[src/rtl/pulse_gen.sv]
// pulse_gen: microsecond-timed pulse interrupter for a gate-drive output.
//
// A parameter strobe loads pending on-time / period words. When enabled,
// the limited values (on-time clamped to MAX_ON_US, period stretched to
// guarantee MIN_OFF_US of off-time) are frozen into the active registers at
// the start of each pulse. The pulse is held for on_act microseconds, then
// the output rests for per_act - on_act microseconds before the next pulse
// may start.
//
// Ports:
//   clk        rising-edge clock
//   rst        asynchronous active-high reset
//   par_valid  one-cycle strobe qualifying on_us / period_us
//   on_us      requested on-time in microseconds
//   period_us  requested repetition period in microseconds
//   enable     level-sensitive interrupter enable
//   out        registered gate-drive enable
//   clamped    active parameters were altered by the limits
//   state      FSM state: IDLE=0, ON=1, OFF=2
module pulse_gen #(
  parameter int PAR_W      = 16,
  parameter int TICK_DIV   = 50,
  parameter int MAX_ON_US  = 200,
  parameter int MIN_OFF_US = 1000
) (
  input  logic             clk,
  input  logic             rst,
  input  logic             par_valid,
  input  logic [PAR_W-1:0] on_us,
  input  logic [PAR_W-1:0] period_us,
  input  logic             enable,
  output logic             out,
  output logic             clamped,
  output logic [1:0]       state
);

  localparam int PRE_W = $clog2(TICK_DIV);
  localparam int EXT_W = PAR_W + 1;
  localparam logic [EXT_W-1:0] MAX_ON  = EXT_W'(MAX_ON_US);
  localparam logic [EXT_W-1:0] MIN_OFF = EXT_W'(MIN_OFF_US);

  typedef enum logic [1:0] {
    S_IDLE = 2'd0,
    S_ON   = 2'd1,
    S_OFF  = 2'd2
  } st_t;

  function automatic logic [EXT_W-1:0] sat_min(input logic [EXT_W-1:0] a,
                                               input logic [EXT_W-1:0] b);
    return (a < b) ? a : b;
  endfunction

  function automatic logic [EXT_W-1:0] sat_max(input logic [EXT_W-1:0] a,
                                               input logic [EXT_W-1:0] b);
    return (a > b) ? a : b;
  endfunction

  st_t              state_q, state_nxt;
  logic [PAR_W-1:0] pend_on, pend_per;
  logic [EXT_W-1:0] on_act, per_act;
  logic [PRE_W-1:0] pre_cnt;
  logic [EXT_W-1:0] us_cnt;

  logic [EXT_W-1:0] on_eff, per_eff, off_us;
  logic             tick, start_ok, on_done, off_done, load;

  // Limits are applied to the pending words continuously; the result is
  // only sampled into the active registers when a pulse begins.
  assign on_eff   = sat_min({1'b0, pend_on}, MAX_ON);
  assign per_eff  = sat_max({1'b0, pend_per}, on_eff + MIN_OFF);
  assign off_us   = per_act - on_act;
  assign tick     = (pre_cnt == PRE_W'(TICK_DIV - 1));
  assign start_ok = enable && (on_eff != '0);
  // ">=" rather than "==" keeps a zero-length phase from running forever.
  assign on_done  = tick && ((us_cnt + EXT_W'(1)) >= on_act);
  assign off_done = tick && ((us_cnt + EXT_W'(1)) >= off_us);
  assign state    = state_q;

  always_comb begin
    state_nxt = state_q;
    load      = 1'b0;
    case (state_q)
      S_IDLE: begin
        if (start_ok) begin
          state_nxt = S_ON;
          load      = 1'b1;
        end
      end
      S_ON: begin
        // An enable drop aborts the pulse but still enters a full off-time.
        if (!enable || on_done) state_nxt = S_OFF;
      end
      S_OFF: begin
        if (off_done) begin
          if (start_ok) begin
            state_nxt = S_ON;
            load      = 1'b1;
          end else begin
            state_nxt = S_IDLE;
          end
        end
      end
      default: state_nxt = S_IDLE;
    endcase
  end

  always_ff @(posedge clk or posedge rst) begin
    if (rst) begin
      state_q  <= S_IDLE;
      out      <= 1'b0;
      clamped  <= 1'b0;
      pend_on  <= '0;
      pend_per <= '0;
      on_act   <= '0;
      per_act  <= '0;
      pre_cnt  <= '0;
      us_cnt   <= '0;
    end else begin
      state_q <= state_nxt;
      out     <= (state_nxt == S_ON);

      if (par_valid) begin
        pend_on  <= on_us;
        pend_per <= period_us;
      end

      if (load) begin
        on_act  <= on_eff;
        per_act <= per_eff;
        clamped <= (on_eff != {1'b0, pend_on}) || (per_eff != {1'b0, pend_per});
      end

      // Timebase restarts at every phase change so each phase is measured
      // from its own first cycle.
      if ((state_nxt != state_q) || (state_q == S_IDLE)) begin
        pre_cnt <= '0;
        us_cnt  <= '0;
      end else if (tick) begin
        pre_cnt <= '0;
        us_cnt  <= us_cnt + EXT_W'(1);
      end else begin
        pre_cnt <= pre_cnt + PRE_W'(1);
      end
    end
  end

endmodule

[config.mk]
export PLATFORM = sky130hd
export DESIGN_NAME = pulse_gen
export DESIGN_NICKNAME = d
export VERILOG_FILES = /design/src/rtl/pulse_gen.sv
export SDC_FILE = /design/constraint.sdc
export NUM_CORES = 1
export LEC_CHECK = 0
export CORE_ASPECT_RATIO = 1.5
export CORE_UTILIZATION = 30
export DETAILED_ROUTE_END_ITERATION = 8
export RECOVER_POWER = 25
export SYNTH_ARGS = -nofsm -noshare
export SYNTH_HDL_FRONTEND = slang
export SYNTH_SLANG_ARGS = --single-unit
[constraint.sdc]
create_clock -name clk -period 4.87 [get_ports clk]
set_input_delay 1.2175 -clock clk [delete_from_list [all_inputs] [get_ports clk]]
set_output_delay 1.2175 -clock clk [all_outputs]
set_load 0.01 [all_outputs]
==> impl_results.md, run 1 <==
* Status: finished with violations
* Failing checks: capacitance limit, slew limit
* First-pass GRT wire length at 26000 um
* Global Route Usage Sum at 0.149
* CTS HTree Levels at 3
* Fin. Hold Viols at 0
* Inserted Diodes at 0
* EDFF count, synth at 0
* Top FF cell, synth: dfrtp_1
* CP max-delay cell: a2111oi_4
* Post-synthesis xor/xnor area fraction at 0.0757
* Vias in the first global route at 5227
* Fin Setup TNS at 0 ns
* Vias/cell at 5.18
* CP Cell Sequence: inv_1 -> ha_1 -> inv_1 -> fa_2 -> a211o_1 -> a2111oi_4 -> o31ai_2 -> o41ai_2 -> o21bai_1 -> a21oi_1 -> xor2_1 -> ha_1 -> nand3_1 -> nor4_1 -> a211o_1 -> a21o_1 -> a221o_1 -> a21o_4 -> buf_4 -> a211oi_2
* Max Cap Viol at 2
* Initial antenna violation count at 0
* Top delay family on crit path: compound AO/OA/AOI/OAI gates
* Crit. Startpoint: per_act[0]
* Hold path startpoint: pre_cnt[0]
* Slew Viols, Final at 102
* Final worst-path cycle share at 0.933
* Die Ht at 180 um
* Total wire length at 15200 um
* Fin nets at 817
* Routability Congestion at 0.880
* Max Clock Freq at 220 MHz
* Total power at 1720 uW
* I/O Buffers at 39
* P per Cell Area at 230 nW/um^2
* Synth warn at 0
* Die Wd at 121 um
* Final setup fails at 0
* FF-to-FF setup slack at 0.32 ns
* Clk root buf: clkbuf_16
* Main combinational cell family by area after synthesis: compound AO/OA/AOI/OAI gates
* Highest net fanout along the worst path at 10
* I/O pins at 40
* CTS buffer count at 9
* Detailed-route via count at 5074
* Avg WL per Cell at 15.5 um
* Largest net degree at the start of global routing at 67
* Synth top area share at 0.363
* Worst vdd ir at 0.000165 V
* Clock transition at path regs at 0.07 ns
* FF+latch count, synth at 92
* Gr ovfl total at 0
* FFs w/ async S/R, synth at 1.00
* DRT iter0 DRCs at 142
* Post-synth top area cell: dfrtp_1
* Remaining antenna violation count at 0
* Drt pass-1 iters at 4
* Type of origin of the critical path: flop
* Skew final at 0.0127 ns
* Max-slew headroom at -0.705
* Area growth, synth to finish at 17.7%
* Core area at 20600 um^2
* Final core utilization at 0.363
* Worst EP arrival at 4.81 ns
* TritonCTS clock tree: yes
* Synth Area in Compound Gates at 0.176
* Critical path class: flop to flop
* Row count at 64
* Avg Cell Area, Syn at 9.60 um^2
* Mapped Area at 6350 um^2
* Top post-synthesis cells by area: dfrtp_1, ha_1, mux2_2, a21oi_1, xnor2_1
* Skew-Pair Late Insertion Delay at 0.35 ns
* Share of cells above drive strength 1 at 0.124
* Worst hold path type: flop to flop
* Setup crit end kind: flop
* Simple-Gate Fraction of Synth Area at 0.148
* Initial core utilization at 0.308
* Die area at 21800 um^2
* Clock buffer depth at 2
* Worst R2R Start: per_act[0]
* RSZ-0062 raised after global routing: false
* Remaining DRCs at 0
* Synth unique cells at 66
* Required time worst endpoint at 5.13 ns
* CP Buf/Inv Count at 3
* DP HPWL at 12000 um
* Mux cell area share after synthesis at 0.0588
* Tmin final at 4.55 ns
* Worst-margin pin slew at 2.55 ns
* Leak pwr at 0.00334 uW
* Slowest stage delay, CP at 0.42 ns
* Synth Instances at 661
* CTS Sinks at 92
* Sequential share of the synthesized area at 0.363
* Adder-Cell Fraction of Synth Area at 0.139
* CTS Hold Bufs at 0
## worst reg2reg max path, stage by stage, from the launching register on
cell and delay, ns:
dfrtp_1 0.38, inv_1 0.05, ha_1 0.15, inv_1 0.06
fa_2 0.36, a211o_1 0.33, a2111oi_4 0.42, o31ai_2 0.12
o41ai_2 0.34, o21bai_1 0.10, a21oi_1 0.15, xor2_1 0.16
ha_1 0.28, nand3_1 0.10, nor4_1 0.05, a211o_1 0.26
a21o_1 0.19, a221o_1 0.34, a21o_4 0.28, buf_4 0.15
a211oi_2 0.19
## sequential cells by signal (all words and copies together), names as in the netlist
name and cells:
per_act 17, us_cnt 17, on_act 16, pend_on 16, pend_per 16, pre_cnt 6, state 2, clamped 1
out 1
## final cells by class
cell class / count / area (um^2)
Fill cell: 2081 / 13100
Multi-Input combinational cell: 514 / 3850
Sequential cell: 92 / 2300
Timing Repair Buffer: 60 / 548
Tap cell: 264 / 330
Clock buffer: 9 / 225
Inverter: 34 / 128
Clock inverter: 7 / 80.1
## worst paths after layout
kind | endpoint | cells after the start
setup / recovery | pre_cnt[4] | 20
hold / removal | pre_cnt[0] | 1
setup reg to reg | pre_cnt[4] | 20
hold reg to reg | pre_cnt[0] | 1
max in group asynchronous | us_cnt[3] | 2
min in group asynchronous | pend_per[13] | 2
## logic make-up after synthesis
kind of cell | count (synthesis)
adder cells (fa/ha/maj) | 70
XOR/XNOR | 54
other | 1
AO/OA/AOI/OAI | 173
buffers and inverters | 59
multiplexers | 33
AND/OR/NAND/NOR | 179
flip-flops | 92
## synth_stat cells, types with 5 or more instances
library cell and instances:
dfrtp_1 92, ha_1 69, a21oi_1 53, nand3_1 38, nand2_1 36, inv_1 34, o21ai_0 33, mux2_2 30
xnor2_1 28, nor2_1 27, xor2_1 25, a21o_1 23, nand4_1 16, clkbuf_1 12, a31oi_1 10, nor3_1 10
and2_1 8, and3_1 8, buf_2 8, o31ai_1 8, a211oi_1 6, nor4_1 6, o21ai_1 6, o21a_1 5
## timing repair
item / CTS / global route
resized for setup: 0 / 10
endpoints found under the setup margin: 0 / 33
setup buffers: 0 / 3
## routing by layer
| metal | routed length, um | up-vias | global-route usage |
|---|---|---|---|
| met4 | 568 | 0 | 0.0657 |
| met5 | 0 | - | 0 |
| met3 | 340 | 34 | 0.0177 |
| li1 | - | 2510 | - |
| met2 | 8180 | 87 | 0.276 |
| met1 | 6110 | 2443 | 0.169 |
## metrics by stage
stage	cells	hold WS [ns]	setup WS, ns	cell area [um^2]
floorplan	665	0.469	0.498	6360
global placement	961	0.497	0.171	7100
detailed placement	961	0.501	0.103	7100
CTS	977	0.514	0.0687	7410
global route	980	0.547	0.0195	7470
finish	980	0.509	0.324	7470
## where the power goes
part | internal (uW) | switching [uW] | total [uW]
combinational | 88.0 | 78.7 | 167
sequential | 790 | 39.2 | 829
clock | 405 | 318 | 724
total | 1280 | 436 | 1720
## placed cells by master, fill, tap and decap left out, drive strengths merged, types with 7 or more instances in the layout
master and instances:
dfrtp 92, ha 69, a21oi 53, o21ai 39, nand3 38, clkdlybuf4s50 37
inv 37, nand2 36, mux2 31, xnor2 29, nor2 28, xor2 25
a21o 23, buf 20, nand4 16, nor3 11, a31oi 10, clkbuf 10
and2 9, and3 8, o31ai 8, a211oi 7
Note: power is estimated with default switching activity, not from simulation.
==> run 2: changes to the inputs <==
--- a/config.mk
+++ b/config.mk
@@ -5,6 +5,7 @@
 export SDC_FILE = /design/constraint.sdc
 export NUM_CORES = 1
 export LEC_CHECK = 0
+export ABC_CLOCK_PERIOD_IN_PS = 4870
 export CORE_ASPECT_RATIO = 1.5
 export CORE_UTILIZATION = 30
 export DETAILED_ROUTE_END_ITERATION = 8
==> results of run 2 <==
Same layout as run 1: the final DEF is identical, and so are final timing and power.
==> run 3: changes to the inputs <==
--- a/config.mk
+++ b/config.mk
@@ -9,6 +9,7 @@
 export CORE_ASPECT_RATIO = 1.5
 export CORE_UTILIZATION = 30
 export DETAILED_ROUTE_END_ITERATION = 8
+export HOLD_SLACK_MARGIN = 0.08
 export RECOVER_POWER = 25
 export SYNTH_ARGS = -nofsm -noshare
 export SYNTH_HDL_FRONTEND = slang
==> results of run 3 <==
Same layout as run 1: the final DEF is identical, and so are final timing and power.
==> edit: new RTL, flow settings as in run 1 <==
Register the output `clamped` once more, cleared by the reset; this adds one clock of latency there. The other outputs are not delayed to match.
--- a/src/rtl/pulse_gen.sv
+++ b/src/rtl/pulse_gen.sv
@@ -46,2 +46,4 @@
   } st_t;
+
+  logic clamped_s0;
 
@@ -110,3 +112,3 @@
       out      <= 1'b0;
-      clamped  <= 1'b0;
+      clamped_s0 <= 1'b0;
       pend_on  <= '0;
@@ -129,3 +131,3 @@
         per_act <= per_eff;
-        clamped <= (on_eff != {1'b0, pend_on}) || (per_eff != {1'b0, pend_per});
+        clamped_s0 <= (on_eff != {1'b0, pend_on}) || (per_eff != {1'b0, pend_per});
       end
@@ -146,2 +148,10 @@
 
+  always_ff @(posedge clk or posedge rst) begin
+    if (rst) begin
+      clamped <= '0;
+    end else begin
+      clamped <= clamped_s0;
+    end
+  end
+
 endmodule
Formal check against the unedited RTL: not equivalent (Yosys sat finds a counterexample within 4 cycles, from zero or initial values and one cycle with rst high).
==> edit against run 1 <==
- the run still ends with max-capacitance violations, max-slew violations left
- area after synthesis grew 0.39%
- setup slack worse by 19 ps
- total power is 2.4% higher
- design area increased by 0.23%
- wire length is 0.26% higher
- sequential cell count rose by 1
- critical path depth unchanged
- synthesized cell count grew 0.15%
- largest cell class unchanged
==> edit: results (changes against run 1) <==
leak pwr=0.003336 uW (-0.11%); Final Net Count=814 (-0.37%); CTS root buf=clkbuf_16; Peak VDD IR=0.1298 mV (-21%); Slew Limit Fails=108 (+5.9%); Worst Path Max Fanout=24 (+14); Post-Layout Cell Count=976 (-0.41%); skew final=6.981 ps (-5.737 ps); vias in the first global route=5,200 (-0.52%); Seq/Total Area, Yosys=36.53% (+0.25 points); setup repair bufs after CTS=0 (unchanged); GRT Total Usage=14.87% (-0.042 points); initial antenna violation count=0 (unchanged); first-pass iteration count of the detailed router=4 (unchanged); Post-synth top cells=93 x dfrtp_1, 69 x ha_1, 53 x a21oi_1; Unique masters post-synth=66 (unchanged); Avg WL per Cell=15.61 um (+0.67%); status=complete, but fails checks; worst r2r src=per_act[0]; max cap viols=2 (unchanged); pre-CTS WS=98.20 ps (-4.620 ps); worst path arrival time=4830 ps (+20 ps); DRT iter0 DRCs=153 (+7.7%); Syn-to-layout area delta=17.50%; first-pass GRT wire length=25.47 mm (-2.0%); switching fraction of total power=24.09% (-1.3 points); via count=4,989 (-1.7%); FILL cells=2,074 (-0.34%); Worst Hold Launch=clamped_s0; Post-Synthesis Cells=662 (+0.15%); Routability Congestion=0.9069 (+3.1%); Placed Cells=960 (-0.10%); PwrDens=235.1 nW/um2 (+2.1%); # port buffers=39 (unchanged); YS warnings=0 (unchanged); CTS max path bufs=2 (unchanged); pin count of the biggest net entering global routing=73 (+9.0%); violated checks=max-capacitance violations, max-slew violations; DPL Wire Length=11.88 mm (-0.90%); DP Area=7111 um2 (+0.14%); Fin Setup TNS=0 ps (unchanged); synth top area cells=dfrtp_1 37%, ha_1 14%, mux2_2 5.3%; antenna cell count=0 (unchanged); path type of the worst setup path=flop to flop; ys async rst share=100.0% (unchanged); Main synth FF type=dfrtp_1; relative slew slack=-82.49% (-12 points); share of layout cells above drive strength 1=11.80% (-0.63 points); Min-Delay Path Class=flop to flop; Clock Latency Late Sink=between 300 and 400 ps
==> edit: cell type report <==
class                           instances  share of cell area (%)
Clock buffer                           10                   3.059
Clock inverter                          5                   1.137
Inverter                               34                   1.705
Multi-Input combinational cell        514                   51.68
Sequential cell                        93                   31.09
Tap cell                              264                   4.413
Timing Repair Buffer                   56                   6.920
==> edit: cells by family after synthesis <==
family	count (synthesis)	synth area share [%]
multiplexers	33	5.852
XOR/XNOR	54	7.541
adder cells (fa/ha/maj)	70	13.86
other	1	0.05886
AO/OA/AOI/OAI	173	17.56
AND/OR/NAND/NOR	179	14.73
buffers and inverters	59	3.869
flip-flops	93	36.53
==> edit: worst max-delay path: stages (launching register included) <==
cell and delay (ps):
dfrtp_1 370, inv_1 60, ha_1 150, inv_1 60, fa_2 360, a211o_1 320, a2111oi_4 460, o31ai_4 110
o41ai_2 360, o21bai_1 100, a21oi_1 160, xor2_1 180, ha_1 270, nand3_1 90, nor4_1 40, a211o_1 270
a21o_1 190, a221o_1 320, a21o_1 180, buf_6 180, a211oi_2 220
==> edit: metal layers <==
metal / track usage (%) / part of all wire (%) / wire [um]
met1: 16.64 / 41 / 6300
met2: 26.83 / 53 / 8052
met5: 0 / 0 / 0
met4: 7.210 / 3.6 / 554
met3: 2.437 / 2.1 / 323
==> edit: power groups by stage <==
stage	combinational, uW	sequential [uW]	clock, uW
after global placement	167	850	0
final	167	837	755
after detailed placement	170	851	0
after CTS	170	837	779
after global routing	188	841	812
after floorplan	119	835	0
==> edit: final timing paths <==
check                        endpoint  slack (ps)  depth (start not counted)
hold reg to reg               clamped         400                          0
setup / recovery           pre_cnt[2]         300                         20
hold / removal                clamped         400                          0
max in group asynchronous   us_cnt[3]        1030                          2
setup reg to reg           pre_cnt[2]         300                         20
min in group asynchronous  on_act[12]        2280                          2
